**src/rtl/sram_pkg.sv**
```systemverilog
`default_nettype none
// ============================================================================
//  Module      : sram_pkg
//  Description : Shared types and defaults for the SRAM write queue: FSM
//                state encoding, default bus widths and the queued entry.
//  Revision    : 1.0 - initial release
// ============================================================================
package sram_pkg;

    localparam int SRAM_ADDR_W = 21;
    localparam int SRAM_DATA_W = 8;

    // Write-cycle sequencer states
    typedef enum logic [1:0] {
        ST_IDLE   = 2'd0,
        ST_SETUP  = 2'd1,
        ST_STROBE = 2'd2,
        ST_HOLD   = 2'd3
    } wq_state_e;

    // One queued CPU write at the default bus widths
    typedef struct packed {
        logic [SRAM_ADDR_W-1:0] addr;
        logic [SRAM_DATA_W-1:0] data;
    } wq_entry_t;

endpackage
`default_nettype wire

```
**src/rtl/sync_fifo.sv**
```systemverilog
`default_nettype none
// ============================================================================
//  Module      : sync_fifo
//  Description : Single-clock FIFO with registered occupancy. Pushes while
//                full and pops while empty are ignored; a pop does not make
//                room for a same-cycle push when full. Show-ahead read port.
//  Revision    : 1.0 - initial release
// ============================================================================
module sync_fifo #(
    parameter int WIDTH      = 29,
    parameter int DEPTH_LOG2 = 4
) (
    input  logic                  clk,
    input  logic                  resetq,
    input  logic                  push,
    input  logic                  pop,
    input  logic [WIDTH-1:0]      din,
    output logic [WIDTH-1:0]      dout,
    output logic                  full,
    output logic                  empty,
    output logic [DEPTH_LOG2:0]   level
);

    localparam int DEPTH = 1 << DEPTH_LOG2;

    logic [WIDTH-1:0]      mem [DEPTH];
    logic [DEPTH_LOG2-1:0] wr_ptr_q, wr_ptr_d;
    logic [DEPTH_LOG2-1:0] rd_ptr_q, rd_ptr_d;
    logic [DEPTH_LOG2:0]   level_q, level_d;
    logic                  push_ok;
    logic                  pop_ok;

    assign full    = (level_q == (DEPTH_LOG2+1)'(DEPTH));
    assign empty   = (level_q == '0);
    assign level   = level_q;
    assign push_ok = push && !full;
    assign pop_ok  = pop && !empty;
    assign dout    = mem[rd_ptr_q];

    // Pointer and occupancy update; pointers wrap naturally at DEPTH
    always_comb begin
        wr_ptr_d = wr_ptr_q;
        rd_ptr_d = rd_ptr_q;
        level_d  = level_q;
        if (push_ok) begin
            wr_ptr_d = wr_ptr_q + DEPTH_LOG2'(1);
        end
        if (pop_ok) begin
            rd_ptr_d = rd_ptr_q + DEPTH_LOG2'(1);
        end
        case ({push_ok, pop_ok})
            2'b10:   level_d = level_q + (DEPTH_LOG2+1)'(1);
            2'b01:   level_d = level_q - (DEPTH_LOG2+1)'(1);
            default: level_d = level_q;
        endcase
    end

    // Control state register
    always_ff @(posedge clk or negedge resetq) begin
        if (!resetq) begin
            wr_ptr_q <= '0;
            rd_ptr_q <= '0;
            level_q  <= '0;
        end else begin
            wr_ptr_q <= wr_ptr_d;
            rd_ptr_q <= rd_ptr_d;
            level_q  <= level_d;
        end
    end

    // Storage array, no reset needed: contents are only read when valid
    always_ff @(posedge clk) begin
        if (push_ok) begin
            mem[wr_ptr_q] <= din;
        end
    end

endmodule
`default_nettype wire

```
**src/rtl/sram_write_queue.sv**
```systemverilog
`default_nettype none
// ============================================================================
//  Module      : sram_write_queue
//  Description : Queues CPU {address, byte} writes and replays them as timed
//                asynchronous-SRAM write cycles whenever the VGA reader is
//                idle. Outside a write cycle the address bus follows the
//                VGA read address with the SRAM in read mode.
//  Revision    : 1.0 - initial release
// ============================================================================
module sram_write_queue
    import sram_pkg::*;
#(
    parameter int ADDR_W      = SRAM_ADDR_W,
    parameter int DATA_W      = SRAM_DATA_W,
    parameter int DEPTH_LOG2  = 4,
    parameter int WE_CYCLES   = 2,
    parameter int HOLD_CYCLES = 1
) (
    input  logic                  clk,
    input  logic                  resetq,
    input  logic                  wr_valid,
    input  logic [ADDR_W-1:0]     wr_addr,
    input  logic [DATA_W-1:0]     wr_data,
    input  logic                  clr_ovf,
    input  logic                  vga_idle,
    input  logic [ADDR_W-1:0]     vga_addr,
    output logic                  full,
    output logic [DEPTH_LOG2:0]   level,
    output logic                  busy,
    output logic                  ovf,
    output logic [ADDR_W-1:0]     sram_addr,
    output logic [DATA_W-1:0]     sram_dout,
    output logic                  sram_doe,
    output logic                  sram_ce_n,
    output logic                  sram_oe_n,
    output logic                  sram_we_n
);

    localparam int ENTRY_W = ADDR_W + DATA_W;
    localparam int CNT_MAX = (WE_CYCLES > HOLD_CYCLES) ? WE_CYCLES : HOLD_CYCLES;
    localparam int CNT_W   = (CNT_MAX > 1) ? $clog2(CNT_MAX) : 1;
    localparam logic [CNT_W-1:0] STROBE_LOAD = CNT_W'(WE_CYCLES - 1);
    localparam logic [CNT_W-1:0] HOLD_LOAD   = CNT_W'(HOLD_CYCLES - 1);

    wq_state_e          state_q, state_d;
    logic [CNT_W-1:0]   cnt_q, cnt_d;
    logic [ADDR_W-1:0]  addr_q, addr_d;
    logic [DATA_W-1:0]  dout_q, dout_d;
    logic               we_n_q, we_n_d;
    logic               oe_n_q, oe_n_d;
    logic               doe_q, doe_d;
    logic               ovf_q, ovf_d;

    logic               pop;
    logic               start;
    logic [ENTRY_W-1:0] fifo_dout;
    logic               fifo_full;
    logic               fifo_empty;
    logic [DEPTH_LOG2:0] fifo_level;

    sync_fifo #(
        .WIDTH      (ENTRY_W),
        .DEPTH_LOG2 (DEPTH_LOG2)
    ) u_fifo (
        .clk    (clk),
        .resetq (resetq),
        .push   (wr_valid),
        .pop    (pop),
        .din    ({wr_addr, wr_data}),
        .dout   (fifo_dout),
        .full   (fifo_full),
        .empty  (fifo_empty),
        .level  (fifo_level)
    );

    // A new write cycle may only begin with work queued and the bus released
    assign start = !fifo_empty && vga_idle;

    // Sequencer: next state, head pop/latch, and next values of the pin regs
    always_comb begin
        state_d = state_q;
        cnt_d   = cnt_q;
        addr_d  = addr_q;
        dout_d  = dout_q;
        pop     = 1'b0;
        case (state_q)
            ST_IDLE: begin
                if (start) begin
                    pop     = 1'b1;
                    addr_d  = fifo_dout[ENTRY_W-1:DATA_W];
                    dout_d  = fifo_dout[DATA_W-1:0];
                    state_d = ST_SETUP;
                end
            end
            ST_SETUP: begin
                cnt_d   = STROBE_LOAD;
                state_d = ST_STROBE;
            end
            ST_STROBE: begin
                if (cnt_q == '0) begin
                    cnt_d   = HOLD_LOAD;
                    state_d = ST_HOLD;
                end else begin
                    cnt_d = cnt_q - CNT_W'(1);
                end
            end
            ST_HOLD: begin
                if (cnt_q != '0) begin
                    cnt_d = cnt_q - CNT_W'(1);
                end else if (start) begin
                    pop     = 1'b1;
                    addr_d  = fifo_dout[ENTRY_W-1:DATA_W];
                    dout_d  = fifo_dout[DATA_W-1:0];
                    state_d = ST_SETUP;
                end else begin
                    state_d = ST_IDLE;
                end
            end
            default: state_d = ST_IDLE;
        endcase
        // Pin controls are registered from the next state so they line up
        // with the state register and never glitch
        we_n_d = (state_d != ST_STROBE);
        doe_d  = (state_d != ST_IDLE);
        oe_n_d = (state_d != ST_IDLE);
    end

    // Sticky overflow: an overflowing push wins over a coincident clear
    always_comb begin
        ovf_d = ovf_q;
        if (clr_ovf) begin
            ovf_d = 1'b0;
        end
        if (wr_valid && fifo_full) begin
            ovf_d = 1'b1;
        end
    end

    // State and pin registers; reset releases the bus asynchronously
    always_ff @(posedge clk or negedge resetq) begin
        if (!resetq) begin
            state_q <= ST_IDLE;
            cnt_q   <= '0;
            addr_q  <= '0;
            dout_q  <= '0;
            we_n_q  <= 1'b1;
            oe_n_q  <= 1'b0;
            doe_q   <= 1'b0;
            ovf_q   <= 1'b0;
        end else begin
            state_q <= state_d;
            cnt_q   <= cnt_d;
            addr_q  <= addr_d;
            dout_q  <= dout_d;
            we_n_q  <= we_n_d;
            oe_n_q  <= oe_n_d;
            doe_q   <= doe_d;
            ovf_q   <= ovf_d;
        end
    end

    assign full      = fifo_full;
    assign level     = fifo_level;
    assign busy      = !fifo_empty || (state_q != ST_IDLE);
    assign ovf       = ovf_q;
    assign sram_addr = (state_q == ST_IDLE) ? vga_addr : addr_q;
    assign sram_dout = dout_q;
    assign sram_doe  = doe_q;
    assign sram_ce_n = 1'b0;
    assign sram_oe_n = oe_n_q;
    assign sram_we_n = we_n_q;

endmodule
`default_nettype wire

```
**config.mk**
```make
export PLATFORM = sky130hd
export DESIGN_NAME = sram_write_queue
export DESIGN_NICKNAME = d
export VERILOG_FILES = /design/src/rtl/sram_pkg.sv /design/src/rtl/sync_fifo.sv /design/src/rtl/sram_write_queue.sv
export SDC_FILE = /design/constraint.sdc
export NUM_CORES = 1
export LEC_CHECK = 0
export BUFFER_PORTS_ARGS = -buffer_cell sky130_fd_sc_hd__buf_2
export CAP_MARGIN = 0
export CELL_PAD_IN_SITES_DETAIL_PLACEMENT = 1
export CELL_PAD_IN_SITES_GLOBAL_PLACEMENT = 2
export CORE_MARGIN = 2
export CORE_UTILIZATION = 48
export CTS_CLUSTER_SIZE = 10
export DETAILED_ROUTE_END_ITERATION = 12
export PLACE_DENSITY_LB_ADDON = 0.1
export SYNTH_ARGS = -nofsm -noshare
export SYNTH_HDL_FRONTEND = slang
export SYNTH_HIERARCHICAL = 1
export SYNTH_SLANG_ARGS = --single-unit
export TNS_END_PERCENT = 20
```
**constraint.sdc**
```tcl
create_clock -name clk -period 3.9 [get_ports clk]
set_input_delay 0.39 -clock clk [delete_from_list [all_inputs] [get_ports clk]]
set_output_delay 0.39 -clock clk [all_outputs]
set_load 0.03 [all_outputs]
```
==> results.tsv <==
metric	value	unit
outcome	completed	
critPathLaunchType	flip-flop	
power.leakage	8.115	nW
avgSynthCellArea	19.42	um^2
drc	0	
viasPerCell	5.867	
syn-num-nets	1118	
htreeDepth	2	
place_area	0.02159	mm^2
wl_per_cell	26.44	um
cts-resized-gates	0	
clk_pin_slew_worst_paths	60	ps
drive_gt1_share	27.20	%
hold_class	input pin to flip-flop	
final_cells	1767	
power_per_cell_area	758.2	mW/mm^2
endpoint_kind	flip-flop	
postRouteAntennaNets	0	
drv_slew	0	
max_stage_delay	430	ps
clk_path_buf_depth	3	
die_area	0.04415	mm^2
max_slew_margin	24.40	%
critPathMaxFanout	5	
ys_seq_area_share	74.22	%
drt-initial-drc-count	551	
cts_buffers	58	
finalNetCount	1248	
maxCapViolations	0	
place.gp.congestion	0.7255	
ys_ff_latch	512	
die_h	210.1	um
rsz0062_at_grt	no	
worst_slack	554.6	ps
start_util	48.62	%
crit_type	flip-flop to flip-flop	
path_buf_inv	1	
hold_violations	0	
synth_top_area_share	68.32	%
cts_root_buffer	clkbuf_16	
fin_skew	16.77	ps
grt_max_degree	46	
rows	75	
final_cell_mix	edfxtp_1 (464), mux2i_1 (117), buf_2 (94)	
worstMarginPinSlew	1131	ps
ios	96	
worstSkewPairLatency	600	ps
dp_slack	517.5	ps
fp.dieW	210.1	um
yosysTopAreaCell	edfxtp_1	
synthesis.area	0.02039	mm^2
place_hpwl	26820	um
crit_arrival	3820	ps
critical_path.top_delay_family	simple AND/OR/NAND/NOR gates	
vdd_drop_max	405.1	uV
fin_crit_sh	85.78	%
area_delta_synth_final	14.24	%
setup_viol	0	
path_cells	nor4_1 -> and2b_1 -> nand2b_1 -> a211oi_1 -> nor2b_1 -> buf_4 -> ha_1 -> ha_1 -> nor2b_1 -> o21ai_0 -> a21oi_1 -> or3b_1 -> xnor2_1	
synth_area_leaders	edfxtp_1 (68%), mux4_2 (6.0%), dfrtp_1 (5.8%), mux2i_1 (5.7%), mux2_2 (2.3%)	
first_pass_iters	4	
grt_remaining_overflow	0	
track_usage	21.80	%
antenna_found_initial	1	
slowest_stage	dfrtp_1	
fin_crit	3345	ps
n_fill_cell	3738	
syn_inst	1050	
core	0.04195	mm^2
place_inst	1657	
hold_ws	39.32	ps
fmax	0.2989	GHz
final_common_cell	edfxtp_1	
cp.required	4380	ps
antenna_cells	0	
yosys_warnings	6	
tns	0	ps
ys_types	47	
finalWirelength	46720	um
io_buffer_count	94	
grt_pass1_vias	11050	
cts_sinks	512	
grt_pass1_wl	70570	um
dr_total_vias	10370	
stdcell_area	0.02330	mm^2
cts_tree	done	
==> synth_stat cells, drive strengths merged <==
| cell | n |
|---|---|
| a211oi | 2 |
| ha | 12 |
| mux4 | 58 |
| o21bai | 1 |
| o31ai | 1 |
| nand2 | 42 |
| mux2i | 117 |
| dfstp | 1 |
| clkbuf | 22 |
| nor4 | 1 |
| fa | 1 |
| o22ai | 1 |
| mux2 | 51 |
| edfxtp | 464 |
| nor2 | 14 |
| nand3 | 2 |
| o21ai | 35 |
| or3b | 2 |
| a211o | 1 |
| nor3 | 4 |
| xor2 | 3 |
| and2b | 1 |
| a21oi | 3 |
| nor2b | 3 |
| and2 | 2 |
| nand4 | 1 |
| xnor2 | 7 |
| a21o | 2 |
| and3b | 2 |
| a221oi | 58 |
| a22oi | 29 |
| dfrtp | 47 |
| inv | 14 |
| buf | 40 |
| conb | 1 |
| nand2b | 5 |
==> cell families (layout without fill, tap and decap cells) <==
family	after synthesis	count (layout)	share of synthesized area [%]
buffers and inverters	76	254	2.368
xor gates and xnor gates	10	10	0.4295
other	1	1	0.01839
DFF	512	512	74.22
and+or+nand+nor	79	79	1.761
muxes	226	226	15.22
AOI/OAI and AO/OA	133	133	5.148
adders and majority gates	13	13	0.8344
==> layer usage <==
layer,track usage (%),part of all wire [%],vias up
met3,3.680,3.8,57
met1,29.58,44,5583
met2,36.45,50,199
met4,6.628,2.1,2
met5,0,0.028,-
li1,-,-,4526
==> worst reg2reg max path: stages, from the launching register on <==
cell	delay (ps)
dfrtp_1	430
nor4_1	420
and2b_1	260
nand2b_1	220
a211oi_1	70
nor2b_1	140
buf_4	160
ha_1	240
ha_1	340
nor2b_1	140
o21ai_0	220
a21oi_1	100
or3b_1	360
xnor2_1	130
==> power breakdown <==
part / leakage, nW / switching (mW) / internal (mW)
clock network: 0.804 / 2.05 / 2.85
logic: 2.56 / 3.34 / 2.29
registers: 4.75 / 0.365 / 6.76
total: 8.12 / 5.75 / 11.9
==> state kept, by name, indices dropped and copies added, names as in the netlist <==
signal,flops
u_fifo/level,5
addr_q,21
sram_doe,1
cnt_q,1
u_fifo/wr_ptr_q,4
sram_we_n,1
state_q,2
u_fifo/rd_ptr_q,4
u_fifo/mem,464
ovf,1
sram_dout,8
==> what timing repair did <==
action,CTS,global route
hold buffers,2,0
hold endpoints to repair,27,0
buffers inserted,0,0
==> through the flow <==
step                power, mW  util (%)
detailed placement      12.93     51.46
global route            18.53     55.54
floorplan               11.31         -
CTS                     17.90     55.54
finish                  17.66     55.54
global placement        12.83     51.46
==> path summary, 6_finish.rpt <==
check	start	end	slack, ps	cells after the start
setup reg to reg	u_fifo/level[0]	u_fifo/level[4]	550	13
setup / recovery	u_fifo/level[0]	u_fifo/level[4]	550	13
hold reg to reg	addr_q[7]	addr_q[7]	500	1
min in group asynchronous	resetq	addr_q[6]	440	2
max in group asynchronous	resetq	u_fifo/wr_ptr_q[0]	2610	3
hold / removal	wr_valid	ovf	40	3
==> area by class of cell <==
cell class	instances	area [um^2]	area share [%]
Multi-Input combinational cell	462	4903	21.05
Timing Repair Buffer	132	835.8	3.588
Sequential cell	512	15140	64.99
Clock buffer	105	1669	7.164
Inverter	14	52.55	0.2256
Clock inverter	3	21.27	0.09130
Tap cell	539	674.4	2.895
Note: power is estimated with default switching activity, not from simulation.
